### src/rtl/updown_seq_pkg.sv
// Shared constants and helpers for the up/down sequence counter and its encoder.
package updown_seq_pkg;

    localparam int MODE_WRAP     = 0;
    localparam int MODE_SATURATE = 1;

    localparam logic DIR_UP   = 1'b1;
    localparam logic DIR_DOWN = 1'b0;

    // Out-of-range load values pin to the top of the count range.
    function automatic logic [31:0] clamp_load(input logic [31:0] data, input logic [31:0] max);
        return (data > max) ? max : data;
    endfunction

endpackage

### src/rtl/seq_encoder.sv
// State-to-sequence mapping. UPDOWN_SEQ_GRAY_EN selects reflected Gray code;
// otherwise the raw binary count passes straight through.
module seq_encoder #(
    parameter int WIDTH = 4
) (
    input  logic [WIDTH-1:0] count,
    output logic [WIDTH-1:0] seq
);

`ifdef UPDOWN_SEQ_GRAY_EN
    assign seq = count ^ (count >> 1);
`else
    assign seq = count;
`endif

endmodule

### src/rtl/updown_seq_counter.sv
// Parametrised load/up/down counter over 0..MAX with wrap or saturate at the limits.
// Sequence output encoding is chosen by UPDOWN_SEQ_GRAY_EN inside seq_encoder.
module updown_seq_counter
    import updown_seq_pkg::*;
#(
    parameter int WIDTH    = 4,
    parameter int MAX      = 15,
    parameter int SATURATE = MODE_WRAP
) (
    input  logic             clk,
    input  logic             rst,
    input  logic             ce,
    input  logic             load,
    input  logic             up,
    input  logic [WIDTH-1:0] data,
    output logic [WIDTH-1:0] count,
    output logic [WIDTH-1:0] seq,
    output logic             tc,
    output logic             wrap
);

    localparam logic [WIDTH-1:0] MAX_V = WIDTH'(MAX);

    logic [WIDTH-1:0] load_val;
    logic [WIDTH-1:0] count_nxt;
    logic             wrap_nxt;
    logic             at_max;
    logic             at_zero;

    assign at_max   = (count == MAX_V);
    assign at_zero  = (count == '0);
    assign load_val = WIDTH'(clamp_load(32'(data), 32'(MAX)));

    assign tc = ce & ~load & (((up == DIR_UP) & at_max) | ((up == DIR_DOWN) & at_zero));

    // Limits are detected by explicit compare so a non-power-of-two MAX wraps correctly.
    always_comb begin
        count_nxt = count;
        wrap_nxt  = 1'b0;
        if (load) begin
            count_nxt = load_val;
        end else if (ce) begin
            if (up == DIR_UP) begin
                if (!at_max) begin
                    count_nxt = count + WIDTH'(1);
                end else if (SATURATE == MODE_WRAP) begin
                    count_nxt = '0;
                    wrap_nxt  = 1'b1;
                end
            end else begin
                if (!at_zero) begin
                    count_nxt = count - WIDTH'(1);
                end else if (SATURATE == MODE_WRAP) begin
                    count_nxt = MAX_V;
                    wrap_nxt  = 1'b1;
                end
            end
        end
    end

    always_ff @(posedge clk or negedge rst) begin
        if (!rst) begin
            count <= '0;
            wrap  <= 1'b0;
        end else begin
            count <= count_nxt;
            wrap  <= wrap_nxt;
        end
    end

    seq_encoder #(
        .WIDTH (WIDTH)
    ) u_seq_encoder (
        .count (count),
        .seq   (seq)
    );

endmodule
### config.mk
export PLATFORM = sky130hd
export DESIGN_NAME = updown_seq_counter
export DESIGN_NICKNAME = d
export VERILOG_FILES = /design/src/rtl/updown_seq_pkg.sv /design/src/rtl/seq_encoder.sv /design/src/rtl/updown_seq_counter.sv
export SDC_FILE = /design/constraint.sdc
export NUM_CORES = 1
export LEC_CHECK = 0
export ABC_AREA = 1
export BUFFER_PORTS_ARGS = -buffer_cell sky130_fd_sc_hd__buf_2
export CORE_AREA = 2 2 39 41
export DETAILED_ROUTE_END_ITERATION = 6
export DIE_AREA = 0 0 41 43
export PLACE_DENSITY = 0.54
export SETUP_SLACK_MARGIN = 0.05
export SYNTH_ARGS = -nofsm -noshare
export SYNTH_HDL_FRONTEND = slang
export SYNTH_HIERARCHICAL = 1
export SYNTH_SLANG_ARGS = --single-unit
### constraint.sdc
create_clock -name clk -period 4.15 [get_ports clk]
set_input_delay 1.245 -clock clk [delete_from_list [all_inputs] [get_ports clk]]
set_output_delay 1.245 -clock clk [all_outputs]
set_load 0.02 [all_outputs]
== After elaboration in Yosys (flattened, before gate mapping) ==
Cells that the tools add are included.

* Div/mod/pow operators: 0
* Add/sub/neg operators: 2
* Reduce and logical (&&, ||, !) cells: 2
* Eq/ne operators: 1
* $mul: 0
* Bitwise operators: 7
* Shifts and indexed selects: 0
* Mux-type cells: 10
* Order comparisons: 0

{| class="wikitable"
|+ Operators by type and width
! operator !! count
|-
| $mux W4 || 5
|-
| $mux W1 || 5
|-
| $add A4 B1 Y4 const B || 1
|-
| $and A1 B1 Y1 || 4
|-
| $eq A4 B4 Y1 const B || 1
|-
| $logic_not A4 Y1 || 1
|-
| $sub A4 B1 Y4 const B || 1
|-
| $not A1 Y1 || 2
|-
| $reduce_bool A2 Y1 || 1
|-
| $or A1 B1 Y1 || 1
|}

* Memories kept: 0
* ROM bits: 0
* Bits in latches: 0
* RAM bits: 0
* Bits in registers: 5
* Input bits: 9
* Output and inout bits: 10

== Depth between registers and ports, before layout ==
Gate-level depths: netlist of run 1.

* Depth in word-level cells: 5
* Depth in mapped cells: 8
* Gate-level depth less buffers: 8

== Cells and area by module ==
Netlist of run 1, hierarchy kept.

{| class="wikitable"
|+ By module, submodules not included
! module !! times used !! area an instance (sq um) !! cells an instance !! sequential area each (sq um)
|-
| updown_seq_counter || 1 || 361.6 || 50 || 125.1
|-
| seq_encoder || 1 || 30.0 || 4 || 0.0
|}

== Worst setup path after synthesis of run 1 ==
Ideal clock, no wire load.

* Path type: input -> output
* From: input port load
* To: output port tc
* Buffers on the path: 0
* Data required time: 2.905 ns
* Stages on the path: 3
* Slack: 0.963 ns
* Data arrival time: 1.942 ns
* Cells stage by stage: inv_1 nand2_1 a211oi_1

* Word-level cells in the longest chain between the ends: 3

{| class="wikitable"
|+ Ends and longest elaborated chain
! what !! RTL line !! RTL
|-
| from (decl) || updown_seq_counter.sv:13 || <nowiki>input logic load,</nowiki>
|-
| $not A1 Y1 || updown_seq_counter.sv:34 || <nowiki>assign tc = ce & ~load & (((up == DIR_UP) & at_max) | ((up == DIR_DOWN) & at_zero));</nowiki>
|-
| $and A1 B1 Y1 (2 in series) || updown_seq_counter.sv:34 ||
|-
| to (decl) || updown_seq_counter.sv:18 || <nowiki>output logic tc,</nowiki>
|}

No other way between the ends.

== Worst setup path in the final report of run 1 ==
Ends and elaborated chain as after synthesis.

==> impl_metrics.xml, run 1 <==
<?xml version="1.0" encoding="UTF-8"?>
<metrics>
  <group name="outcome">
    <metric name="status" unit="">finished, final reports clean</metric>
  </group>
  <group name="global_routing">
    <metric name="global_route_wire_length_before_repair" unit="um">1410</metric>
    <metric name="antenna_found_initial" unit="">0</metric>
    <metric name="grt_pass1_vias" unit="">336</metric>
    <metric name="groute.usage.overall" unit="%">12.8</metric>
    <metric name="largest_net_degree_at_the_start_of_global_routing" unit="">9</metric>
    <metric name="residual_overflow_from_global_routing" unit="">0</metric>
  </group>
  <group name="worst_setup_path">
    <metric name="crit_path_end_kind" unit="">output pin</metric>
    <metric name="cp-start-kind" unit="">input pin</metric>
    <metric name="worst_path_arrival" unit="ns">1.95</metric>
    <metric name="timing.critical_path.required" unit="ns">2.90</metric>
    <metric name="timing.critical_path.fanout_max" unit="">6</metric>
    <metric name="worstSetupPathType" unit="">input pin to output pin</metric>
  </group>
  <group name="logic_synthesis">
    <metric name="synth_sequential_area_ratio" unit="%">31.9</metric>
    <metric name="postSynthAreaPerCell" unit="um^2">7.25</metric>
    <metric name="syn_nets" unit="">65</metric>
    <metric name="synth_seq_cells" unit="">5</metric>
    <metric name="post_synth_inst_count" unit="">54</metric>
    <metric name="synth.cell_area" unit="um^2">392</metric>
    <metric name="yosysWarningCount" unit="">6</metric>
    <metric name="post_synth_num_cell_types" unit="">15</metric>
  </group>
  <group name="place">
    <metric name="hpwl" unit="um">711</metric>
    <metric name="io_buffer_count" unit="">18</metric>
    <metric name="placement.cell_area" unit="um^2">472</metric>
    <metric name="dp_cells" unit="">84</metric>
    <metric name="dpl_worst_slack" unit="ns">0.949</metric>
    <metric name="gp_congestion" unit="">0.752</metric>
  </group>
  <group name="finish">
    <metric name="areaGrowthSynthToFinish" unit="%">27.2</metric>
    <metric name="fillCellCount" unit="">160</metric>
    <metric name="area_used_by_sequential_logic_in_the_layout" unit="um^2">125</metric>
    <metric name="num-nets-final" unit="">84</metric>
    <metric name="antenna_cells" unit="">0</metric>
    <metric name="fin_util" unit="%">36.0</metric>
    <metric name="final-instance-count-excl-fill" unit="">88</metric>
    <metric name="final_layout_size_suffix_gt1_share" unit="%">31.9</metric>
    <metric name="layout_commonest_cell" unit="">sky130_fd_sc_hd__buf_2</metric>
    <metric name="layout_common_cells" unit="">sky130_fd_sc_hd__buf_2 (18), sky130_fd_sc_hd__nand2_1 (14), sky130_fd_sc_hd__inv_1 (6), sky130_fd_sc_hd__nand3_1 (6), sky130_fd_sc_hd__dfrtp_1 (5)</metric>
    <metric name="finish.instance_area" unit="um^2">498</metric>
    <metric name="multi_input_comb_area" unit="um^2">206</metric>
  </group>
  <group name="floorplan">
    <metric name="die_w" unit="um">41</metric>
    <metric name="std_cell_rows" unit="">14</metric>
    <metric name="area_of_the_core_region" unit="um^2">1380</metric>
    <metric name="ioPinCount" unit="">19</metric>
    <metric name="fp.dieArea" unit="um^2">1760</metric>
    <metric name="initial_utilization" unit="%">28.3</metric>
    <metric name="die_h" unit="um">43</metric>
  </group>
  <group name="cts">
    <metric name="clock_sink_count" unit="">5</metric>
    <metric name="post_cts_resize_count" unit="">0</metric>
    <metric name="clk_root_buffer_cell" unit="">sky130_fd_sc_hd__clkbuf_4</metric>
    <metric name="cts_tree" unit="">yes</metric>
    <metric name="clk_transition_reported_paths" unit="ns">0.04</metric>
    <metric name="cts_inserted_buffers" unit="">3</metric>
    <metric name="clock_tree.buffer_depth" unit="">2</metric>
    <metric name="ctsHoldBuffers" unit="">0</metric>
    <metric name="worstSkewPairLatency" unit="ns">0.24</metric>
    <metric name="number_of_buffers_inserted_by_post_cts_setup_repair" unit="">0</metric>
    <metric name="h-tree-depth" unit="">1</metric>
  </group>
  <group name="power_and_ir_drop">
    <metric name="power-per-cell-area" unit="nW/um^2">371</metric>
    <metric name="vdd_drop_max" unit="mV">0.0840</metric>
    <metric name="leakage" unit="uW">0.000283</metric>
  </group>
  <group name="drt">
    <metric name="avgRoutedWirePerCell" unit="um">10.5</metric>
    <metric name="detail_route.iter0.violations" unit="">4</metric>
    <metric name="post-route-drc-count" unit="">0</metric>
    <metric name="detail_route.first_pass.iterations" unit="">4</metric>
    <metric name="totalWireLength" unit="um">924</metric>
    <metric name="dr_wl_met2" unit="um">417</metric>
    <metric name="routed_via_density" unit="">4.58</metric>
    <metric name="route.antenna.remaining_nets" unit="">0</metric>
    <metric name="dr.max_layer_used" unit="">met4</metric>
    <metric name="dr_total_vias" unit="">403</metric>
    <metric name="routed-wl-met3" unit="um">68</metric>
    <metric name="met1_length" unit="um">416</metric>
  </group>
  <group name="sta">
    <metric name="max-slew-margin-rel" unit="%">80.6</metric>
    <metric name="setup_repair_after_global_routing_missed_its_margin" unit="">no</metric>
    <metric name="worst_slew_pin_slew" unit="ns">0.291</metric>
    <metric name="timing_max_transition_violations_final" unit="">0</metric>
    <metric name="final_worst_path_setup_slack" unit="ns">0.951</metric>
    <metric name="setup_tns" unit="ns">0</metric>
    <metric name="setup-violations-final" unit="">0</metric>
    <metric name="final_worst_path_period_need" unit="ns">3.20</metric>
    <metric name="max_freq" unit="MHz">313</metric>
    <metric name="finalCritPeriodShare" unit="%">77.1</metric>
    <metric name="finalClockSkew" unit="ns">0.00151</metric>
    <metric name="final-hold-violation-count" unit="">0</metric>
  </group>
  <group name="run">
    <metric name="cap_violations" unit="">0</metric>
  </group>
  <group name="worst_hold_path">
    <metric name="worstHoldPathType" unit="">flop to flop</metric>
  </group>
</metrics>
state kept, by name, summed over array words and instances, names as in the netlist:
register and flops:
count 4, wrap 1
logic make-up after synthesis:
logic type               share of synthesized area, %
AO/OA/AOI/OAI                                    17.2
XOR/XNOR                                         4.47
adder cells (fa/ha/maj)                          6.39
buffers and inverters                            15.3
flip-flops                                       31.9
AND/OR/NAND/NOR                                  24.6
through the flow:
stage	hold slack (ns)	power (uW)
4_1_cts	0.700	188
3_5_place_dp	0.691	131
3_3_place_gp	0.692	132
5_1_grt	0.724	204
2_1_floorplan	0.714	114
6_report	0.687	185
final timing paths:
path                       startpoint  endpoint  slack, ns  cells after the start
min reg2reg                  count[3]  count[3]       0.69                      2
max reg2reg                  count[0]  count[3]       2.72                      8
max                              load        tc       0.95                      5
min                          count[3]  count[3]       0.69                      2
min in group asynchronous         rst  count[1]       0.81                      1
max in group asynchronous         rst  count[0]       3.21                      1
layer usage:
| metal | track usage (%) | vias to the layer above |
|---|---|---|
| met5 | 0 | - |
| met4 | 10.0 | 0 |
| met3 | 4.71 | 4 |
| met2 | 18.1 | 14 |
| met1 | 14.5 | 170 |
| li1 | - | 215 |
final cells by class:
| class | count | share of cell area (%) |
|---|---|---|
| clock buffers | 4 | 5.28 |
| inverters | 8 | 6.03 |
| multi-input cells | 37 | 41.5 |
| flip-flops and latches | 5 | 25.1 |
| well taps | 16 | 4.02 |
| repair buffers | 18 | 18.1 |
cells in the mapped netlist:
cell | n | share of area, %
sky130_fd_sc_hd__o21ai_1 | 2 | 2.6
sky130_fd_sc_hd__dfrtp_1 | 5 | 32
sky130_fd_sc_hd__nand2_1 | 14 | 13
sky130_fd_sc_hd__buf_4 | 4 | 7.7
sky130_fd_sc_hd__a22oi_1 | 3 | 5.8
sky130_fd_sc_hd__inv_1 | 6 | 5.8
sky130_fd_sc_hd__ha_1 | 2 | 6.4
sky130_fd_sc_hd__a21oi_1 | 1 | 1.3
sky130_fd_sc_hd__nand3_1 | 6 | 7.7
sky130_fd_sc_hd__xor2_1 | 2 | 4.5
sky130_fd_sc_hd__a211oi_1 | 2 | 3.8
sky130_fd_sc_hd__nor2_1 | 2 | 1.9
sky130_fd_sc_hd__o211ai_1 | 2 | 3.8
sky130_fd_sc_hd__inv_2 | 2 | 1.9
sky130_fd_sc_hd__nand4_1 | 1 | 1.6
report_power, final:
group | leakage, uW | switching (uW) | internal (uW)
combinational | 0.000206 | 39.3 | 23.9
sequential | 0.0000621 | 12.1 | 54.3
clock | 0.0000150 | 18.7 | 36.3
total | 0.000283 | 70.1 | 114
worst max-delay path, cell delays in order:
cell	delay [ns]
sky130_fd_sc_hd__buf_2	0.13
sky130_fd_sc_hd__inv_1	0.05
sky130_fd_sc_hd__nand2_1	0.11
sky130_fd_sc_hd__a211oi_1	0.22
sky130_fd_sc_hd__buf_2	0.19
No activity file was read; power rests on OpenSTA's default activity.
==> run 2: changes to the inputs <==
Settings changed: PLACE_DENSITY 0.54 to 0.56.
Clock period 4.15 ns to 2.9 ns, I/O delays scaled along.
==> run 2 against run 1 <==
Die area did not move. Non-clock buffer count did not move. Via count is 3.2% higher. Flip-flop and latch count unchanged. Setup slack lost 0.51 ns. Count of clock-buffer cells in the layout did not move. Register-to-register slack lost 1.2 ns.
==> impl_metrics.xml, run 2 (synthesis results as in run 1) <==
<?xml version="1.0" encoding="UTF-8"?>
<metrics>
  <group name="outcome">
    <metric name="status" unit="">finished, final reports clean</metric>
  </group>
  <group name="worst_setup_path">
    <metric name="r2r_slack" unit="ns">1.48</metric>
    <metric name="crit_path_end_kind" unit="">output pin</metric>
    <metric name="worst_path_arrival" unit="ns">1.59</metric>
    <metric name="cp_slowest_cell" unit="">sky130_fd_sc_hd__a211oi_1</metric>
    <metric name="reg2reg_from" unit="">count[0]</metric>
    <metric name="crit_path_max_incr_delay" unit="ns">0.23</metric>
    <metric name="crit_path_cell_trace" unit="">buf_2 &gt; inv_1 &gt; nand2_1 &gt; a211oi_1 &gt; buf_2</metric>
    <metric name="worstSetupPathType" unit="">input pin to output pin</metric>
    <metric name="timing.critical_path.fanout_max" unit="">6</metric>
    <metric name="critical_path.reg2reg.endpoint" unit="">count[3]</metric>
    <metric name="cp-start-kind" unit="">input pin</metric>
    <metric name="critPathMostFrequentCell" unit="">sky130_fd_sc_hd__buf_2</metric>
    <metric name="timing.critical_path.required" unit="ns">2.03</metric>
    <metric name="ff2ff_path_depth" unit="">8</metric>
  </group>
  <group name="sta">
    <metric name="worst_slew_pin_slew" unit="ns">0.286</metric>
    <metric name="final_worst_path_period_need" unit="ns">2.46</metric>
    <metric name="final_worst_path_setup_slack" unit="ns">0.436</metric>
    <metric name="timing_max_transition_violations_final" unit="">0</metric>
    <metric name="final-hold-violation-count" unit="">0</metric>
    <metric name="max-slew-margin-rel" unit="%">80.9</metric>
    <metric name="setup-violations-final" unit="">0</metric>
    <metric name="finalCritPeriodShare" unit="%">85.0</metric>
    <metric name="finalClockSkew" unit="ns">0.00279</metric>
    <metric name="max_freq" unit="MHz">406</metric>
    <metric name="setup_repair_after_global_routing_missed_its_margin" unit="">no</metric>
    <metric name="setup_tns" unit="ns">0</metric>
  </group>
  <group name="cts">
    <metric name="clock_sink_count" unit="">5</metric>
    <metric name="clk_transition_reported_paths" unit="ns">0.04</metric>
    <metric name="worstSkewPairLatency" unit="ns">0.24</metric>
    <metric name="h-tree-depth" unit="">1</metric>
    <metric name="clock_tree.buffer_depth" unit="">2</metric>
    <metric name="post_cts_resize_count" unit="">0</metric>
    <metric name="number_of_buffers_inserted_by_post_cts_setup_repair" unit="">0</metric>
    <metric name="clk_root_buffer_cell" unit="">sky130_fd_sc_hd__clkbuf_4</metric>
    <metric name="ctsHoldBuffers" unit="">0</metric>
    <metric name="cts_inserted_buffers" unit="">3</metric>
    <metric name="cts_tree" unit="">yes</metric>
  </group>
  <group name="finish">
    <metric name="multi_input_comb_area" unit="um^2">206</metric>
    <metric name="largest_register_ff_count" unit="">4</metric>
    <metric name="layout_common_cells" unit="">sky130_fd_sc_hd__buf_2 (18), sky130_fd_sc_hd__nand2_1 (14), sky130_fd_sc_hd__inv_1 (6), sky130_fd_sc_hd__nand3_1 (6), sky130_fd_sc_hd__dfrtp_1 (5)</metric>
    <metric name="area_used_by_sequential_logic_in_the_layout" unit="um^2">125</metric>
    <metric name="layout_commonest_cell" unit="">sky130_fd_sc_hd__buf_2</metric>
    <metric name="num-nets-final" unit="">84</metric>
    <metric name="largest_registers" unit="">count: 4 flops, wrap: 1 flops</metric>
    <metric name="fillCellCount" unit="">166</metric>
    <metric name="largest_register" unit="">count</metric>
    <metric name="antenna_cells" unit="">0</metric>
    <metric name="areaGrowthSynthToFinish" unit="%">27.2</metric>
    <metric name="final_layout_size_suffix_gt1_share" unit="%">31.9</metric>
  </group>
  <group name="power_and_ir_drop">
    <metric name="post-layout-total-power" unit="uW">264</metric>
    <metric name="power.share.combinational" unit="%">34.7</metric>
    <metric name="switching_share" unit="%">37.9</metric>
    <metric name="power.switching" unit="uW">99.9</metric>
    <metric name="pwr-share-clk" unit="%">29.1</metric>
    <metric name="leakage" unit="uW">0.000283</metric>
    <metric name="vdd_drop_max" unit="mV">0.108</metric>
    <metric name="power-per-cell-area" unit="nW/um^2">529</metric>
    <metric name="power.internal" unit="uW">164</metric>
    <metric name="seqPwrFrac" unit="%">36.2</metric>
  </group>
  <group name="floorplan">
    <metric name="area_of_the_core_region" unit="um^2">1380</metric>
    <metric name="fp.dieArea" unit="um^2">1760</metric>
    <metric name="initial_utilization" unit="%">28.3</metric>
    <metric name="std_cell_rows" unit="">14</metric>
    <metric name="ioPinCount" unit="">19</metric>
    <metric name="die_h" unit="um">43</metric>
    <metric name="die_w" unit="um">41</metric>
  </group>
  <group name="global_routing">
    <metric name="global_route_wire_length_before_repair" unit="um">1550</metric>
    <metric name="largest_net_degree_at_the_start_of_global_routing" unit="">9</metric>
    <metric name="groute.layer.met3.usage" unit="%">3.14</metric>
    <metric name="antenna_found_initial" unit="">0</metric>
    <metric name="residual_overflow_from_global_routing" unit="">0</metric>
    <metric name="groute.usage.overall" unit="%">13.0</metric>
    <metric name="grt.met1_usage" unit="%">15.6</metric>
    <metric name="grt_pass1_vias" unit="">386</metric>
    <metric name="globalRouteMet2Util" unit="%">19.7</metric>
    <metric name="global_route.peak_usage_layer" unit="">met2</metric>
  </group>
  <group name="worst_hold_path">
    <metric name="worstHoldPathType" unit="">input pin to asynchronous set/reset pin</metric>
  </group>
  <group name="drt">
    <metric name="totalWireLength" unit="um">953</metric>
    <metric name="dr_total_vias" unit="">416</metric>
    <metric name="detail_route.first_pass.iterations" unit="">4</metric>
    <metric name="routed_via_density" unit="">4.73</metric>
    <metric name="avgRoutedWirePerCell" unit="um">10.8</metric>
    <metric name="route.antenna.remaining_nets" unit="">0</metric>
    <metric name="post-route-drc-count" unit="">0</metric>
    <metric name="detail_route.iter0.violations" unit="">9</metric>
  </group>
  <group name="place">
    <metric name="dpl_worst_slack" unit="ns">0.446</metric>
    <metric name="io_buffer_count" unit="">18</metric>
    <metric name="hpwl" unit="um">755</metric>
    <metric name="gp_congestion" unit="">0.756</metric>
  </group>
  <group name="run">
    <metric name="cap_violations" unit="">0</metric>
  </group>
</metrics>
==> run 2: final cells by class <==
type                       instances  share of cell area (%)
inverter                           8                    6.03
timing repair buffer              18                    18.1
multi-input combinational         37                    41.5
tap                               16                    4.02
clock buffer                       4                    5.28
sequential                         5                    25.1
==> run 2: critical path, delay by kind of cell <==
family	cells	cell delay, ns
AO/OA/AOI/OAI	1	0.23
buffers and inverters	3	0.38
AND/OR/NAND/NOR	1	0.11
==> run 2: power groups by stage <==
stage          Combinational (uW)  Sequential (uW)  Clock (uW)
6_report                     91.5             95.5        76.7
4_1_cts                      92.1             95.3        81.5
3_3_place_gp                 91.3             97.1           0
2_1_floorplan                61.6              101           0
5_1_grt                       103             97.8        85.6
3_5_place_dp                 92.0             96.4           0
==> run 2: worst max-delay path by stage <==
stage                        start  to  slack (ns)  depth (start not counted)
after floorplan               load  tc        0.46                          3
after global placement        load  tc        0.46                          5
after detailed placement      load  tc        0.45                          5
after CTS                     load  tc        0.44                          5
after global routing      count[0]  tc        0.36                          5
final                         load  tc        0.44                          5
==> run 2: metal layers <==
metal / vias to the layer above / part of all wire [%]
met5: - / 0
met4: 0 / 0
met3: 0 / 5.2
met2: 11 / 49
met1: 192 / 46
li1: 213 / -
==> run 2: metrics by stage <==
step,utilization (%),hold slack (ns),std cells,cell area (um^2)
floorplan,-,0.574,54,392
CTS,36.0,0.427,88,498
global placement,34.1,0.685,84,472
detailed placement,34.1,0.684,84,472
finish,36.0,0.435,88,498
global route,36.0,0.428,88,498
